--- config.mk ---
export PLATFORM = sky130hd
export DESIGN_NAME = set_requester
export DESIGN_NICKNAME = d
export VERILOG_FILES = /design/src/rtl/set_requester.sv
export SDC_FILE = /design/constraint.sdc
export NUM_CORES = 1
export LEC_CHECK = 0
export ABC_AREA = 1
export CELL_PAD_IN_SITES_DETAIL_PLACEMENT = 1
export CELL_PAD_IN_SITES_GLOBAL_PLACEMENT = 2
export CORE_ASPECT_RATIO = 1.1
export CORE_UTILIZATION = 26
export CTS_CLUSTER_SIZE = 40
export DETAILED_ROUTE_END_ITERATION = 12
export GPL_ROUTABILITY_DRIVEN = 0
export PLACE_DENSITY = 0.88
export SETUP_SLACK_MARGIN = 0.5
export SLEW_MARGIN = 20
export SYNTH_ARGS = -nofsm -noshare
export SYNTH_HDL_FRONTEND = slang
export SYNTH_SLANG_ARGS = --single-unit
--- constraint.sdc ---
create_clock -name clock -period 1.7 [get_ports clock]
set_input_delay 0.34 -clock clock [delete_from_list [all_inputs] [get_ports clock]]
set_output_delay 0.34 -clock clock [all_outputs]
set_load 0.1 [all_outputs]
--- src/rtl/set_requester.sv ---
// Host-side request controller for the K-way CLOCK set.
// Issues set strobes, waits for completion or timeout, keeps hit/miss statistics.
module set_requester #(
    parameter int ADDR_WIDTH  = 8,
    parameter int LINE_WIDTH  = 32,
    parameter int K           = 2,
    parameter int MAX_WAIT    = 2 * K + 2,
    parameter int COUNT_WIDTH = 16
) (
    input  logic                   clock,
    input  logic                   reset_n,
    input  logic                   req_valid,
    output logic                   req_ready,
    input  logic                   req_write,
    input  logic [ADDR_WIDTH-1:0]  req_addr,
    input  logic [LINE_WIDTH-1:0]  req_wdata,
    output logic                   resp_valid,
    input  logic                   resp_ready,
    output logic                   resp_hit,
    output logic                   resp_err,
    output logic [LINE_WIDTH-1:0]  resp_rdata,
    output logic                   set_enable,
    output logic                   set_read,
    output logic                   set_write,
    output logic [ADDR_WIDTH-1:0]  set_addr,
    output logic [LINE_WIDTH-1:0]  set_wdata,
    input  logic                   set_hit,
    input  logic [LINE_WIDTH-1:0]  set_rdata,
    output logic [COUNT_WIDTH-1:0] stat_hits,
    output logic [COUNT_WIDTH-1:0] stat_misses
);

    localparam int WW = (MAX_WAIT < 2) ? 1 : $clog2(MAX_WAIT + 1);
    localparam logic [WW-1:0] W_LAST = WW'(MAX_WAIT - 1);
    localparam logic [COUNT_WIDTH-1:0] C_MAX = '1;
    localparam logic [COUNT_WIDTH-1:0] C_ONE = COUNT_WIDTH'(1);

    typedef enum logic [2:0] {
        S_IDLE,
        S_RD_ISSUE,
        S_RD_WAIT,
        S_WR_ISSUE,
        S_WR_WAIT,
        S_RESP
    } state_t;

    state_t                 r_state;
    logic [WW-1:0]          r_wait;
    logic                   r_set_enable;
    logic                   r_set_read;
    logic                   r_set_write;
    logic [ADDR_WIDTH-1:0]  r_set_addr;
    logic [LINE_WIDTH-1:0]  r_set_wdata;
    logic                   r_resp_valid;
    logic                   r_resp_hit;
    logic                   r_resp_err;
    logic [LINE_WIDTH-1:0]  r_resp_rdata;
    logic [COUNT_WIDTH-1:0] r_hits;
    logic [COUNT_WIDTH-1:0] r_misses;

    logic                   w_hits_sat;
    logic                   w_misses_sat;

    assign w_hits_sat   = (r_hits == C_MAX);
    assign w_misses_sat = (r_misses == C_MAX);

    always_ff @(posedge clock or negedge reset_n) begin
        if (!reset_n) begin
            r_state      <= S_IDLE;
            r_wait       <= '0;
            r_set_enable <= 1'b0;
            r_set_read   <= 1'b0;
            r_set_write  <= 1'b0;
            r_set_addr   <= '0;
            r_set_wdata  <= '0;
            r_resp_valid <= 1'b0;
            r_resp_hit   <= 1'b0;
            r_resp_err   <= 1'b0;
            r_resp_rdata <= '0;
            r_hits       <= '0;
            r_misses     <= '0;
        end else begin
            case (r_state)
                S_IDLE: begin
                    if (req_valid) begin
                        r_set_addr   <= req_addr;
                        r_set_wdata  <= req_wdata;
                        r_set_enable <= 1'b1;
                        r_set_read   <= !req_write;
                        r_set_write  <= req_write;
                        r_wait       <= '0;
                        r_state      <= req_write ? S_WR_ISSUE : S_RD_ISSUE;
                    end
                end
                S_RD_ISSUE: begin
                    r_set_enable <= 1'b0;
                    r_set_read   <= 1'b0;
                    r_state      <= S_RD_WAIT;
                end
                S_RD_WAIT: begin
                    r_resp_valid <= 1'b1;
                    r_resp_hit   <= set_hit;
                    r_resp_err   <= 1'b0;
                    r_resp_rdata <= set_hit ? set_rdata : '0;
                    if (set_hit && !w_hits_sat)
                        r_hits <= r_hits + C_ONE;
                    if (!set_hit && !w_misses_sat)
                        r_misses <= r_misses + C_ONE;
                    r_state <= S_RESP;
                end
                // set_hit here still reflects the previous operation
                S_WR_ISSUE: begin
                    r_state <= S_WR_WAIT;
                end
                S_WR_WAIT: begin
                    if (set_hit) begin
                        r_set_enable <= 1'b0;
                        r_set_write  <= 1'b0;
                        r_resp_valid <= 1'b1;
                        r_resp_hit   <= 1'b1;
                        r_resp_err   <= 1'b0;
                        r_resp_rdata <= '0;
                        if (!w_hits_sat)
                            r_hits <= r_hits + C_ONE;
                        r_state <= S_RESP;
                    end else if (r_wait == W_LAST) begin
                        r_set_enable <= 1'b0;
                        r_set_write  <= 1'b0;
                        r_resp_valid <= 1'b1;
                        r_resp_hit   <= 1'b0;
                        r_resp_err   <= 1'b1;
                        r_resp_rdata <= '0;
                        if (!w_misses_sat)
                            r_misses <= r_misses + C_ONE;
                        r_state <= S_RESP;
                    end else begin
                        r_wait <= r_wait + WW'(1);
                    end
                end
                S_RESP: begin
                    if (resp_ready) begin
                        r_resp_valid <= 1'b0;
                        r_state      <= S_IDLE;
                    end
                end
                default: begin
                    r_set_enable <= 1'b0;
                    r_set_read   <= 1'b0;
                    r_set_write  <= 1'b0;
                    r_resp_valid <= 1'b0;
                    r_state      <= S_IDLE;
                end
            endcase
        end
    end

    assign req_ready   = (r_state == S_IDLE);
    assign resp_valid  = r_resp_valid;
    assign resp_hit    = r_resp_hit;
    assign resp_err    = r_resp_err;
    assign resp_rdata  = r_resp_rdata;
    assign set_enable  = r_set_enable;
    assign set_read    = r_set_read;
    assign set_write   = r_set_write;
    assign set_addr    = r_set_addr;
    assign set_wdata   = r_set_wdata;
    assign stat_hits   = r_hits;
    assign stat_misses = r_misses;

endmodule

# Yosys cells after proc, flatten, opt, wreduce, memory -nomap -nowiden
# Cells that the tools add are included.
[totals]
in_bits = 78
out_inout_bits = 111
reg_bits = 116
[classes]
mux = 39
n_addsub = 3
n_reduce_logical = 23
n_eq_ne = 19
bitwise = 4
[op_table]
columns = ["operator", "count"]
rows = [
  ["16-bit 2-to-1 mux", 7],
  ["32-bit 2-to-1 mux", 3],
  ["16-bit one-hot mux with 2 select lines", 2],
  ["32-bit one-hot mux with 2 select lines", 1],
  ["16-bit by 1-bit adder with 16-bit output, second input constant", 2],
  ["16-bit == test, second input constant", 2],
  ["3-bit 2-to-1 mux", 7],
  ["2-bit inequality test, second input constant", 10],
  ["3-bit one-hot mux with 6 select lines", 1],
  ["3-bit AND reduction", 4],
  ["1-bit 2-to-1 mux", 10],
  ["3-bit == test, second input constant", 3],
  ["4-bit AND reduction", 2],
  ["4-bit OR reduction", 2],
  ["3-bit by 2-bit == test with 1-bit output, second input constant", 2],
  ["1-bit one-hot mux with 2 select lines", 3],
  ["1-bit one-hot mux with 3 select lines", 2],
  ["3-bit one-hot mux with 2 select lines", 1],
  ["2-bit AND reduction", 3],
  ["3-bit OR reduction", 2],
  ["5-bit AND reduction", 1],
  ["1-bit logical NOT", 4],
  ["1-bit inverter", 4],
  ["1-bit one-hot mux with 4 select lines", 1],
  ["other kinds (7)", 9],
]

# Longest topological paths before layout
[depth]
depth_word = 5
mapped_depth = 11

# Least setup slack after synthesis
# No wires, ideal clock.
[synth_timing]
kind = "reg2reg"
start = "reg r_hits[0] (netlist: stat_hits[0])"
end = "reg r_hits[11] (netlist: stat_hits[11])"
setup_time_ns = 0.120
t_arrival_ns = 2.146
slack_ns = -0.566
required_ns = 1.580
stages_incl_launch_ff = 10
synth_period_minus_slack_ns = 2.266
path_cell_list = "dfrtp_1 -> ha_1 -> inv_1 -> nor2_2 -> nand2_1 -> nor2_1 -> nor2_4 -> buf_4 -> nand2_1 -> nand2_1"
[synth_via]
elab_chain_cells = 5
word_cells_on_any_way = 11
[synth_rtl]
columns = ["element", "line", "text"]
rows = [
  ["start, declared", "58", "logic [COUNT_WIDTH-1:0] r_hits;"],
  ["start signal, assigned", "106", "r_hits <= r_hits + C_ONE;"],
  ["start signal, assigned", "124", "r_hits <= r_hits + C_ONE;"],
  ["parallel branches: the longest is 5 deep, another holds 16-bit by 1-bit adder with 16-bit output", "-", ""],
]
# Several ways; the timed one is not identified. The select of a mux whose other input is x is not followed.
# A chain may end at the register's enable or synchronous reset.

# Final worst setup path
[layout_timing]
start = "reg r_state[0]"
end = "out req_ready"
[layout_via]
elab_chain_cells = 1
[layout_rtl]
columns = ["element", "line", "text"]
rows = [
  ["start, declared", "47", "state_t r_state;"],
  ["start signal, assigned", "92", "r_state <= req_write ? S_WR_ISSUE : S_RD_ISSUE;"],
  ["3-bit logical NOT", "157", "assign req_ready = (r_state == S_IDLE);"],
  ["end, declared", "13", "output logic req_ready,"],
]
# No other way between the ends.

==> key figures <==
Critical path
  – RR Endpoint: resp_rdata[15]
  – Startpoint type of the worst setup path: flop
  – Startpoint of the most critical register-to-register path: r_state[0]
  – WP data required: 1360 ps
  – Arrival @ worst endpoint: around 1400 ps
  – Startpoint of the worst setup timing path: r_state[0]
  – Kind of end point of the critical path: primary output
  – Length in cells of the worst reg-to-reg path: 12
  – Crit path max fanout: 4
  – Category of the critical setup timing path: flop to primary output
  – Worst setup slack for register-to-register paths: -60 ps

Detailed routing
  – DR pass1 iterations: 11
  – Routed length per instance: about 21 microns
  – Final routed wirelength across all metal layers: 24.7 mm
  – DRC Markers: 12
  – Via count normalized by instance count: 4.74
  – Number of routed nets with antenna violations: 0
  – Detailed-route via count: about 5600
  – Number of design-rule violations left by the first detailed-router iteration: 231

Floorplan
  – Die Span X: 139 microns
  – Area enclosed by the die boundary: 21300 sq um
  – Overall die height: between 150 and 200 microns
  – Top-level port count: 189
  – Effective utilization at floorplan: 26.8%
  – Number of rows created at floorplan: 54
  – Area of the placeable core: 20100 sq um

CTS
  – Maximum level of the CTS H-tree: 4
  – CTS clock-pin slew for the worst setup and hold paths: 70 ps
  – Number of buffers added by the clock tree synthesis step: 17
  – TritonCTS clock tree: built
  – Deepest clock path buffer count: 2
  – Clock net sink count: 116
  – Root cell of the clock tree: clkbuf_16
  – Latest clock arrival within the worst-skew pair: 430 ps

Timing
  – Final setup violation count: 19
  – Pin slew with the least headroom to its limit: 408 ps
  – Normalized max-slew margin: 72.6%
  – Post-Route Hold Slack: between 200 and 300 ps
  – Crit path setup slack, layout: -70.3 ps
  – Final worst path period need: 1770 ps
  – RSZ-0062 raised after global routing: true
  – Worst clock skew: between 10 and 15 ps
  – Final Max Tran Viols: 0
  – Final cycle utilization of the critical path: 104%
  – Final hold violation count: 0
  – Achievable clock frequency: 565 MHz

Layout
  – Ratio of cells with drive above 1 in the final layout: a little over half
  – Total of fill cells in the finished design: 2002
  – Area added between synthesis and finish: 110%
  – Total number of nets in the final design: 988
  – Leading cell type in the layout, fill and taps excluded: nand2_1
  – Top library cells by usage in the layout, fill and taps aside: 163 x nand2_1, 121 x buf_12, 84 x buf_4

Synthesis
  – Proportion of synthesized chip area in sequential cells: 54.0%
  – Number of distinct library cell variants in the gate-level netlist after synthesis: 28
  – Synthesized area divided by synthesized cell count: 9.20 sq um
  – Warning count from the yosys run: 0
  – Mapped cell area: 5380 sq um
  – Number of synthesized register bits: 116
  – Net count after synthesis: 666
  – Post-Synthesis Cells: just under 600

Pwr
  – Maximum vdd ir drop: between 1.5 and 2 mV
  – Power, Total: 27.3 mW
  – Power density relative to cell area: 2420 nW/um^2
  – Static leakage: around 5 nW

Worst hold path
  – Hold WC Path Type: input port to async pin

GRT
  – Remaining global-route overflow: 0
  – Largest net degree at the start of global routing: 57
  – Number of antenna violations at the first check in global routing: 2
  – First-pass GRT wire length: 34.6 mm
  – All-Layer GR Usage: a little over a fifth
  – Vias in the first global route: a little over 6000

Flow run
  – Maximum Capacitance Violations: 0

Placed design
  – Post-Place Worst Slack: -125 ps
  – Port-buffer cells: 188
  – Final HPWL from detailed placement: 12.9 mm

Run status
  – Violations in the final reports: design-rule violations, negative setup slack
  – Outcome: finished, violations left
[cell usage after synthesis]
| master | number | area, sq um |
|---|---|---|
| inv_2 | 3 | 11.3 |
| a31oi_1 | 1 | 6.26 |
| a21oi_1 | 4 | 20.0 |
| o21ai_0 | 18 | 90.1 |
| nor2_2 | 2 | 12.5 |
| mux2_2 | 40 | 450 |
| o22ai_1 | 1 | 6.26 |
| dfrtp_1 | 116 | 2900 |
| nand3_4 | 1 | 17.5 |
| nor2_1 | 36 | 135 |
| nand4_1 | 4 | 25.0 |
| inv_1 | 30 | 113 |
| buf_2 | 2 | 10.0 |
| clkbuf_1 | 5 | 18.8 |
| buf_4 | 5 | 37.5 |
| nor2_4 | 4 | 45.0 |
| nand2_1 | 211 | 792 |
| inv_4 | 1 | 6.26 |
| nand2_4 | 1 | 11.3 |
| xnor2_1 | 13 | 114 |
| xor2_1 | 9 | 78.8 |
| ha_1 | 4 | 50.1 |
| nand3_1 | 54 | 270 |
| buf_6 | 6 | 67.6 |
| nor3_1 | 4 | 20.0 |
| nand2_2 | 5 | 31.3 |
| or2_2 | 1 | 6.26 |
| o21ai_2 | 3 | 26.3 |
[how the worst max path moves through the flow]
stage,to,slack [ps],cells after the start
finish,req_ready,-70,4
global route,req_ready,-120,4
CTS,req_ready,-30,4
detailed placement,stat_misses[0],-120,8
global placement,stat_misses[14],-60,8
floorplan,set_addr[0],-140,6
[kinds of logic after synthesis]
logic type / Yosys count / synth area share, %
AOI/OAI and AO/OA: 27 / 2.77
xor gates and xnor gates: 22 / 3.58
adders and majority gates: 4 / 0.931
buffers and inverters: 52 / 4.91
DFF: 116 / 54.0
muxes: 40 / 8.38
and+or+nand+nor: 323 / 25.4
[through the flow]
step / area (sq um) / cells / setup TNS, ps / util [%]
after floorplan: 5620 / 584 / -5240 / -
after global placement: 9090 / 1036 / -981 / 45.3
after detailed placement: 9090 / 1036 / -3620 / 45.3
after CTS: 10800 / 1133 / -28.9 / 53.7
after global routing: 11300 / 1173 / -3020 / 56.3
final: 11300 / 1173 / -411 / 56.3
[what timing repair did]
| action | CTS | global route |
|---|---|---|
| pin swaps | 21 | 18 |
| resized for setup | 126 | 64 |
| cloned | 10 | 1 |
| buffers inserted | 54 | 37 |
| hold buffers | 1 | 0 |
| endpoints found under the hold margin | 6 | 0 |
| endpoints found under the setup margin | 227 | 227 |
[critical path, stage by stage (launching register included)]
cell,delay (ps)
dfrtp_2,430
inv_2,80
nand2_2,90
nor2_4,190
buf_12,210
[per-layer routing]
layer	wire length, microns	global-route usage (%)	share of wire (%)	vias to the layer above
met5	0	0	0	-
met4	862	9.95	3.5	0
met2	13900	41.0	56	180
met1	8930	22.1	36	2782
li1	-	-	-	2535
met3	986	5.03	4.0	61
[state kept, by name, summed over array words and instances, names as in the netlist, 3 cells and up]
signal / flops
r_state: 3
r_wait: 3
resp_rdata: 32
set_addr: 8
set_wdata: 32
stat_hits: 16
stat_misses: 16
[final cells by class]
cell class / instances / area (sq um) / share of cell area, %
Multi-Input combinational cell: 419 / 2810 / 24.9
Clock inverter: 15 / 173 / 1.53
Timing Repair Buffer: 318 / 4360 / 38.6
Inverter: 34 / 135 / 1.20
Sequential cell: 116 / 3070 / 27.2
Clock buffer: 17 / 425 / 3.77
Antenna cell: 2 / 5.00 / 0.0443
Tap cell: 252 / 315 / 2.79
[report_power, final]
group / leakage, nW / internal (mW) / switching, mW
Clock: 0.289 / 2.20 / 1.59
Combinational: 3.46 / 7.16 / 10.9
Sequential: 1.37 / 4.00 / 1.42
(Power assumes the default switching activity.)
==> RTL edit (config.mk and constraints unchanged) <==
Register the output `resp_err` once more, with the module's reset; this adds one clock of latency there. The other outputs are not delayed to match.
--- a/src/rtl/set_requester.sv
+++ b/src/rtl/set_requester.sv
@@ -157,7 +157,13 @@
     assign req_ready   = (r_state == S_IDLE);
     assign resp_valid  = r_resp_valid;
     assign resp_hit    = r_resp_hit;
-    assign resp_err    = r_resp_err;
+    always_ff @(posedge clock or negedge reset_n) begin
+        if (!reset_n) begin
+            resp_err <= '0;
+        end else begin
+            resp_err <= r_resp_err;
+        end
+    end
     assign resp_rdata  = r_resp_rdata;
     assign set_enable  = r_set_enable;
     assign set_read    = r_set_read;
Behaviour: not the same (Yosys sat finds a counterexample within 10 cycles, from zero or initial values and one cycle with reset_n low).
==> RTL edit against the unedited design <==
  * Wire length up 7.0%
  * Non-clock buffer count up 23
  * Clock power down 3%
  * Total power up 4.3%
  * Synthesized area up 0.86%
  * Sequential power up 2%
  * Setup slack better by 0.014 ns
  * Cell area up 5.3%
  * Global-route usage down 2.2 points
  * Utilization up 1.7 points
  * The flow finishes with violations (setup timing)
  * Sequential cell count up 1
  * Via count up 3.1%
  * First-iteration DRC count up 13%
  * Highest routed layer unchanged
  * Count of clock-buffer cells in the layout unchanged
==> RTL edit: results <==
[status]
outcome = finished, violations left
violations = setup timing

[timing]
hold_ws_ns = 0.418
setup_ws_ns = -0.0568
finalSetupViolCount = 40
fin_skew_ns = 0.0152
slew_headroom_pct = 52.9

[min_path]
holdCritPathClass = flip-flop to flip-flop
min_path_cells = 0

[route]
dr.pass1.iters = 5
drt_wl_total_mm = 26.4
vias_per_cell = 4.77

[cells_and_area]
fill_cells = 2056
drive_gt1_share_pct = 65.1
antennaDiodeCount = 0

[power]
finalPower_uw = 28500
switching_share_pct = 51.5
pwr-share-seq_pct = 19.5
leakage_uw = 0.00532
combinationalPower_uw = 19200
vdd_drop_max_v = 0.00150

[global_route]
grt_pass1_wl_mm = 31.8
antenna_found_initial = 0
first_global_vias = 5761

[setup_path]
r2r-end = stat_misses[11]$_DFFE_PN0P_
end_kind = flip-flop
crit_arrival_ns = 2.13

[yosys]
synthTopCellsByArea = dfrtp_1 54%, nand2_1 14%, mux2_2 8.3%, nand3_1 4.9%, nor2_1 2.6%
synth.distinct_cells = 29
netlist_top_cells_count = 208 x nand2_1, 117 x dfrtp_1, 53 x nand3_1, 40 x mux2_2, 38 x nor2_1
seq_area_frac_synth_pct = 54.0

[placed_design]
dp_hpwl_mm = 12.9
## RTL edit: changes by cell type in the layout (fill, tap and decap cells not counted), sizes merged, moves of 2 or more
cell and delta:
buf +24, bufinv -2, clkinv -3, diode -2
inv +5, nand2 +2, nor2 +2
## RTL edit: metal layers
layer | track usage, % | wire, um
met1 | 21.3 | 9410
met2 | 35.0 | 14800
met3 | 4.39 | 1060
met4 | 9.05 | 1140
met5 | 0 | 0
## RTL edit: timing repair
action / in CTS / in global routing
hold endpoints to repair: 113 / 0
pin swaps: 16 / 74
endpoints found under the setup margin: 227 / 227
cloned: 8 / 5
gates resized for setup: 52 / 232
hold buffers: 1 / 0
buffers inserted: 59 / 60
## RTL edit: through the flow
step	cell area, um2	worst slack (ns)	setup TNS (ns)
after detailed placement	9170	-0.145	-7.51
after floorplan	5760	0.0133	0
after global routing	11900	-0.114	-4.74
after CTS	10500	0.0395	0
after global placement	9170	-0.124	-6.14
final	11900	-0.0568	-0.772
## RTL edit: cell type report
class	instances	area share, %
clock buffer	17	3.58
tap	256	2.69
sequential	117	26.3
clock inverter	15	1.29
multi-input combinational	421	26.9
timing repair buffer	341	38.0
inverter	34	1.30
## RTL edit: cell families after synthesis
family	after synthesis	share of synthesized area, %
and+or+nand+nor	320	25.5
DFF	117	54.0
buffers and inverters	53	4.85
muxes	40	8.31
AOI/OAI and AO/OA	27	2.89
xor gates and xnor gates	22	3.55
adders and majority gates	4	0.923
## RTL edit: worst max-delay path, cell delays in order (launching register included)
cell and delay (ns):
dfrtp_1 0.43, nor2_4 0.19, buf_6 0.13, buf_6 0.12, nand2_8 0.08, inv_8 0.08, nand2_8 0.06, nand2_8 0.09
nand2_4 0.05, nor2_4 0.13, buf_6 0.16, nand2_1 0.08, nand2_1 0.08
